===== src/rtl/sll_seq.sv =====
// ---------------------------------------------------------------------------
// sll_seq -- multi-cycle logical left shifter for the ALU shift path.
//
// One binary-weighted stage is applied per clock (2**(SHAMT_W-1) down to 1),
// zero-filling from the LSB end. A start/done handshake keeps the shifter off
// the single-cycle critical path. The number of cycles is the same for every
// shift amount. The block also reports whether any 1 bit was pushed past the
// MSB, so that multiply-by-power-of-two overflow can be detected.
// WIDTH must equal 2**SHAMT_W.
//
// Ports:
//   clock   in   rising-edge clock
//   reset   in   synchronous, active-high reset (clears every register)
//   start   in   request a shift; accepted only in IDLE or DONE
//   A       in   operand, sampled on the accepting edge
//   select  in   shift amount 0..WIDTH-1, sampled on the accepting edge
//   out     out  registered result; changes only on the completion edge
//   busy    out  high while the stages are being applied
//   done    out  one-cycle pulse; out and lost are valid in that cycle
//   lost    out  a 1 bit was shifted past the MSB; updated together with out
// ---------------------------------------------------------------------------
module sll_seq #(
    parameter int WIDTH   = 32,
    parameter int SHAMT_W = 5
) (
    input  logic               clock,
    input  logic               reset,
    input  logic               start,
    input  logic [WIDTH-1:0]   A,
    input  logic [SHAMT_W-1:0] select,
    output logic [WIDTH-1:0]   out,
    output logic               busy,
    output logic               done,
    output logic               lost
);

    // Stage index width; kept at least one bit wide for degenerate SHAMT_W.
    localparam int K_W    = ($clog2(SHAMT_W) > 0) ? $clog2(SHAMT_W) : 1;
    // Stage distance 2**k needs one bit more than the shift amount.
    localparam int DIST_W = SHAMT_W + 1;

    typedef enum logic [1:0] {
        IDLE  = 2'd0,
        SHIFT = 2'd1,
        DONE  = 2'd2
    } state_t;

    state_t             state_q,   state_d;
    logic [WIDTH-1:0]   acc_q,     acc_d;
    logic [SHAMT_W-1:0] sel_q,     sel_d;
    logic [K_W-1:0]     k_q,       k_d;
    logic               lostacc_q, lostacc_d;
    logic [WIDTH-1:0]   out_q,     out_d;
    logic               lost_q,    lost_d;
    logic               busy_q,    busy_d;
    logic               done_q,    done_d;

    logic [DIST_W-1:0]  stage_dist;
    logic [WIDTH-1:0]   acc_next;
    logic               lost_next;
    logic               spill;

    always_comb begin
        state_d   = state_q;
        acc_d     = acc_q;
        sel_d     = sel_q;
        k_d       = k_q;
        lostacc_d = lostacc_q;
        out_d     = out_q;
        lost_d    = lost_q;
        busy_d    = busy_q;
        done_d    = 1'b0;

        // Distance of the current stage and the bits it would push out:
        // the top 2**k bits of the accumulator.
        stage_dist = DIST_W'(1) << k_q;
        spill      = |(acc_q >> (DIST_W'(WIDTH) - stage_dist));

        if (sel_q[k_q]) begin
            acc_next  = acc_q << stage_dist;
            lost_next = lostacc_q | spill;
        end else begin
            acc_next  = acc_q;
            lost_next = lostacc_q;
        end

        case (state_q)
            IDLE, DONE: begin
                busy_d = 1'b0;
                if (start) begin
                    acc_d     = A;
                    sel_d     = select;
                    k_d       = K_W'(SHAMT_W - 1);
                    lostacc_d = 1'b0;
                    busy_d    = 1'b1;
                    state_d   = SHIFT;
                end else begin
                    state_d   = IDLE;
                end
            end
            SHIFT: begin
                // start is deliberately not looked at here.
                acc_d     = acc_next;
                lostacc_d = lost_next;
                if (k_q == '0) begin
                    out_d   = acc_next;
                    lost_d  = lost_next;
                    busy_d  = 1'b0;
                    done_d  = 1'b1;
                    state_d = DONE;
                end else begin
                    k_d     = k_q - K_W'(1);
                    busy_d  = 1'b1;
                end
            end
            default: begin
                busy_d  = 1'b0;
                state_d = IDLE;
            end
        endcase
    end

    always_ff @(posedge clock) begin
        if (reset) begin
            state_q   <= IDLE;
            acc_q     <= '0;
            sel_q     <= '0;
            k_q       <= '0;
            lostacc_q <= 1'b0;
            out_q     <= '0;
            lost_q    <= 1'b0;
            busy_q    <= 1'b0;
            done_q    <= 1'b0;
        end else begin
            state_q   <= state_d;
            acc_q     <= acc_d;
            sel_q     <= sel_d;
            k_q       <= k_d;
            lostacc_q <= lostacc_d;
            out_q     <= out_d;
            lost_q    <= lost_d;
            busy_q    <= busy_d;
            done_q    <= done_d;
        end
    end

    assign out  = out_q;
    assign busy = busy_q;
    assign done = done_q;
    assign lost = lost_q;

endmodule


===== config.mk =====
export PLATFORM = sky130hd
export DESIGN_NAME = sll_seq
export DESIGN_NICKNAME = d
export VERILOG_FILES = /design/src/rtl/sll_seq.sv
export SDC_FILE = /design/constraint.sdc
export NUM_CORES = 1
export LEC_CHECK = 0
export CORE_MARGIN = 2
export CORE_UTILIZATION = 40
export DETAILED_ROUTE_END_ITERATION = 10
export HOLD_SLACK_MARGIN = 0.05
export PLACE_DENSITY = 0.61
export RECOVER_POWER = 100
export SETUP_SLACK_MARGIN = 0.02
export SLEW_MARGIN = 20
export SYNTH_ARGS = -nofsm -noshare
export SYNTH_HDL_FRONTEND = slang
export SYNTH_SLANG_ARGS = --single-unit
export TNS_END_PERCENT = 20

===== constraint.sdc =====
create_clock -name clock -period 5 [get_ports clock]
set_input_delay 1.25 -clock clock [delete_from_list [all_inputs] [get_ports clock]]
set_output_delay 1.25 -clock clock [all_outputs]
set_load 0.01 [all_outputs]

# Yosys cells after proc, flatten, opt, wreduce, memory -nomap -nowiden
# Index checks and enable logic that the tools add are counted.
# word_totals
register_bits,78
wordCells,50
inputBits,40
# op_classes
order_cmp,1
n_addsub,2
reduce_logical,10
n_bitwise,2
eq_ne,5
shift,3
mux,18
# ops
cell,count
$mux 32,2
$pmux 32 s2,1
$reduce_or 32->1,1
$shl 32x6->32,1
$shr 32x6->32,1
$mux 1,7
$mux 3,2
$ne 2x2->1 const B,3
$pmux 3 s2,1
$reduce_and 2->1,3
$shl 1x3->6 const A,1
$sub 6x6->6 const A,1
$lt 3x4->1 const B,1
$pmux 1 s2,2
$pmux 2 s2,1
$reduce_or 2->1,2
$bmux 1 s3,1
$logic_not 3->1,1
$reduce_and 3->1,1
$sub 3x1->3 const B,1
$eq 2x1->1 const B,1
$eq 2x2->1 const B,1
$logic_not 2->1,1
$mux 2,1
other kinds (3),3

# Depth between registers and ports, before layout
# depth
word_depth,7
ltp_mapped,19
mapped_depth_nobuf,13

# Worst setup path after synthesis
# OpenSTA, ideal clock, no wires.
# synth_path
path_type,reg-to-reg
start,register k_q[0]
end,register lostacc_q
path_slack_ns,1.254
stages_incl_launch_ff,19
synth_period_minus_slack_ns,3.746
arrival_time_ns,3.612
path_cell_list,dfxtp_1 inv_1 ha_1 nor2b_2 buf_6 inv_4 buf_6 buf_6 buf_2 ha_1 buf_2 or4b_2 o31ai_1 a2111oi_0 a2111oi_0 a211oi_1 a21oi_1 o211a_1 nor4_1
# synth_between
elab_chain_len,7
elab_cells_between_ends,9
cone_classes,add/sub (1); shift (2); mux (4); bitwise (1); reduce/logical (1)
# synth_lines
element,line,text
from (decl),51,"logic [K_W-1:0] k_q, k_d;"
from (signal assigned),138,k_q <= k_d;
$shl 1x3->6,76,stage_dist = DIST_W'(1) << k_q;
$sub 6x6->6,77,spill = |(acc_q >> (DIST_W'(WIDTH) - stage_dist));
$shr 32x6->32,77,
$reduce_or 32->1,77,
$or 1x1->1,81,lost_next = lostacc_q | spill;
$mux 1 *,79,if (sel_q[k_q]) begin
$pmux 1 s2 *,87,case (state_q)
to (signal assigned),139,lostacc_q <= lostacc_d;
to (decl),52,"logic lostacc_q, lostacc_d;"
# Every way passes the cells marked *; elsewhere a longest branch is shown, timed or not. The select of a mux whose other input is x is not followed.
# A chain may end at the register's enable or synchronous reset.

# Worst setup path after layout
# layout_path
start,register k_q[0]
end,register acc_q[12]
# layout_between
elab_chain_len,4
elab_cells_between_ends,6
cone_classes,shift (2); mux (4)
# layout_lines
element,line,text
$shl 1x3->6 / $bmux 1 s3 (equally long branches),"76, 79",
$shl 32x6->32 / $mux 1 (equally long branches),"80, 79",
$mux 32 *,79,
$pmux 32 s2 *,87,
to (signal assigned),126,acc_q <= '0;
to (signal assigned),136,acc_q <= acc_d;
to (decl),49,"logic [WIDTH-1:0] acc_q, acc_d;"
# Marks and branches as above.

==> metrics.cfg <==
[timing]
setup-tns-final_ns=0
finalHoldViolations=0
layout_min_cycle_time_ns=4.24
final-setup-viol-count=0
max_freq_mhz=236
rsz0062_at_grt=no
slew-limit-headroom=-0.215
finClkSkew_ns=0.00974
period_share=0.847
maxSlewViolCount=82
final_critical_path_setup_slack_ns=0.765
worst_slew_pin_slew_ns=1.82

[logic_synthesis]
synth_compound_gate_area_share=0.252
seq_area_frac_synth=0.260
ys_async_sr_fraction=0
yosys_warnings=0
yosys.area_share.adder=0.0125
synth_seq_cells=78
post_syn_area_mm2=0.00600
synth_ff_type=sky130_fd_sc_hd__dfxtp_1
post_synth.cell_area_avg_um2=8.26
mappedNetlistNets=772
synth_top_family_by_area=compound AO/OA/AOI/OAI gates
synth_edf_count=0
synthSimpleGateAreaFrac=0.178
muxShareOfSynthArea=0.216
post_syn_instances=726
synth_xor_xnor_area_share=0.00730
synth.distinct_cells=57

[route]
wl_mm=19.0
routed_wire_length_per_instance_um=20.4
drcViolationCount=0
initialDrtViolationCount=524
ant_nets=0
dr.pass1.iters=6
vias_per_cell=6.28
vias=5848

[final_layout]
post_route_cells_drive_above_1_share=0.112
antenna_cells=0
post-route-cell-area_mm2=0.00697
fillerInstances=1431
syn_to_final_growth_pct=16.1
most-common-layout-cells=sky130_fd_sc_hd__nor2_1 (106), sky130_fd_sc_hd__dfxtp_1 (78), sky130_fd_sc_hd__nand2_1 (69)
finish.net_count=788
layout.cells.non_filler=931
commonest_non_fill_non_tap_cell_in_the_layout=sky130_fd_sc_hd__nor2_1

[setup_path]
worstPathRequired_ns=5.21
crit_arrival_ns=4.45
cp_num_buf_inv=3
worst_setup_path_end_kind=flip-flop
cp_cell_sequence=inv_1 > ha_1 > nor2b_1 > inv_4 > buf_4 > mux4_2 > o21ai_0 > nand2_1 > a32oi_1 > o21ai_0 > nor2b_1
cp_top_family=compound AO/OA/AOI/OAI gates
critical_path.slowest_cell=sky130_fd_sc_hd__o21ai_0
crit-reg2reg-launch=k_q[0]
setup.worst_path.start_class=flip-flop
setup.worst_path.class=flip-flop to flip-flop
cp_max_fo=58
worst_setup_path_startpoint=k_q[0]
critical_path.max_stage_delay_ns=0.71

[run_status]
status=finished with violations
violations=capacitance limit, slew limit

[power]
power_leakage_nw=2.63
cellPowerDensity_mw_per_mm2=302
ir_worst_vdd_uv=224
total_power_mw=2.10

[placed_design]
pre_cts_slack_ns=1.02
numPlacedInstances=915
dp_hpwl_mm=14.0
placed_cell_area_mm2=0.00672
globalplace.congestion=0.919
portBuffers=74

[cts]
tritoncts.num_buffers=9
clock_sink_count=78
cts.clk_slew.worst_paths_ns=0.06
cts_resized=0
cts-root-to-sink-buffers=2
cts_hold_repair.buffers=0
cts_tree=done
htree_num_levels=3
insertion_delay_ns=0.35
clock-root-buffer=sky130_fd_sc_hd__clkbuf_16
postCtsSetupRepairBufs=0

[grt]
grt_pass1_vias=5567
grt_usage=0.239
grt-ovfl-total=0
grt_first_pass_wirelength_mm=31.0
antenna_found_initial=0
grt_max_degree=59

[floorplan]
core_area_mm2=0.0146
floorplan.initialDensity=0.411
pin_count=75
horizontal_extent_of_the_die_um=126
fp.dieH_um=126
row_count=44
floorplan.die_area_mm2=0.0160

[job]
max_cap_violations=2

[worst_hold_path]
min-delay-start=sel_q[3]
hold_path_class=flip-flop to flip-flop

## cells by family (layout without fill, tap and decap cells)
logic type	after synthesis	in the layout
adder cells (fa/ha/maj)	6	6
AO/OA/AOI/OAI	216	216
XOR/XNOR	5	5
multiplexers	81	81
buffers and inverters	100	121
AND/OR/NAND/NOR	240	240
flip-flops	78	78
## synth_stat cells, drive strengths merged, types with 12 or more instances
| cell type | number | area, µm² |
|---|---|---|
| a211oi | 35 | 263 |
| a21oi | 49 | 245 |
| a221oi | 21 | 196 |
| a22oi | 32 | 245 |
| buf | 26 | 163 |
| clkbuf | 61 | 230 |
| dfxtp | 78 | 1560 |
| inv | 12 | 47.6 |
| mux2i | 34 | 340 |
| mux4 | 38 | 856 |
| nand2 | 69 | 259 |
| nor2 | 108 | 405 |
| nor2b | 13 | 83.8 |
| nor3 | 12 | 60.1 |
| o21ai | 31 | 155 |
## per-stage QoR
step	util	hold WS, ns
2_1_floorplan	-	0.433
4_1_cts	0.480	0.462
6_report	0.477	0.460
5_1_grt	0.477	0.490
3_5_place_dp	0.460	0.454
3_3_place_gp	0.460	0.447
## area by class of cell
| class | count | area, µm² | area share |
|---|---|---|---|
| Inverter | 13 | 51.3 | 0.00736 |
| Tap cell | 184 | 230 | 0.0331 |
| Sequential cell | 78 | 1560 | 0.224 |
| Clock inverter | 6 | 45.0 | 0.00647 |
| Multi-Input combinational cell | 548 | 3980 | 0.572 |
| Clock buffer | 10 | 239 | 0.0343 |
| Timing Repair Buffer | 92 | 856 | 0.123 |
## per-layer routing
| layer | part of all wire | up-vias | track usage | wire, µm |
|---|---|---|---|---|
| li1 | - | 2753 | - | - |
| met1 | 0.44 | 2802 | 0.327 | 8440 |
| met2 | 0.46 | 258 | 0.375 | 8750 |
| met3 | 0.075 | 35 | 0.0565 | 1420 |
| met4 | 0.022 | 0 | 0.0756 | 413 |
| met5 | 0 | - | 0 | 0 |
## worst reg2reg max path, stage by stage (launching register included)
cell	delay, ns
sky130_fd_sc_hd__dfxtp_1	0.44
sky130_fd_sc_hd__inv_1	0.13
sky130_fd_sc_hd__ha_1	0.40
sky130_fd_sc_hd__nor2b_1	0.25
sky130_fd_sc_hd__inv_4	0.09
sky130_fd_sc_hd__buf_4	0.66
sky130_fd_sc_hd__mux4_2	0.65
sky130_fd_sc_hd__o21ai_0	0.71
sky130_fd_sc_hd__nand2_1	0.11
sky130_fd_sc_hd__a32oi_1	0.37
sky130_fd_sc_hd__o21ai_0	0.14
sky130_fd_sc_hd__nor2b_1	0.15
## report_power, final
part | switching (mW) | internal [mW]
clock network | 0.266 | 0.351
registers | 0.0788 | 0.669
logic | 0.410 | 0.329
total | 0.755 | 1.35
## path summary, 6_finish.rpt
kind | depth (start not counted) | slack [ns] | end
min reg2reg | 2 | 0.46 | sel_q[3]
min | 2 | 0.46 | sel_q[3]
max | 11 | 0.76 | acc_q[12]
max reg2reg | 11 | 0.76 | acc_q[12]
## flip-flops by register name, summed over array words and instances, names as in the netlist
signal / cells
k_q: 3
state_q: 2
done: 1
lostacc_q: 1
busy: 1
lost: 1
out: 32
sel_q: 5
acc_q: 32
Power figures use the tool's default switching activity.
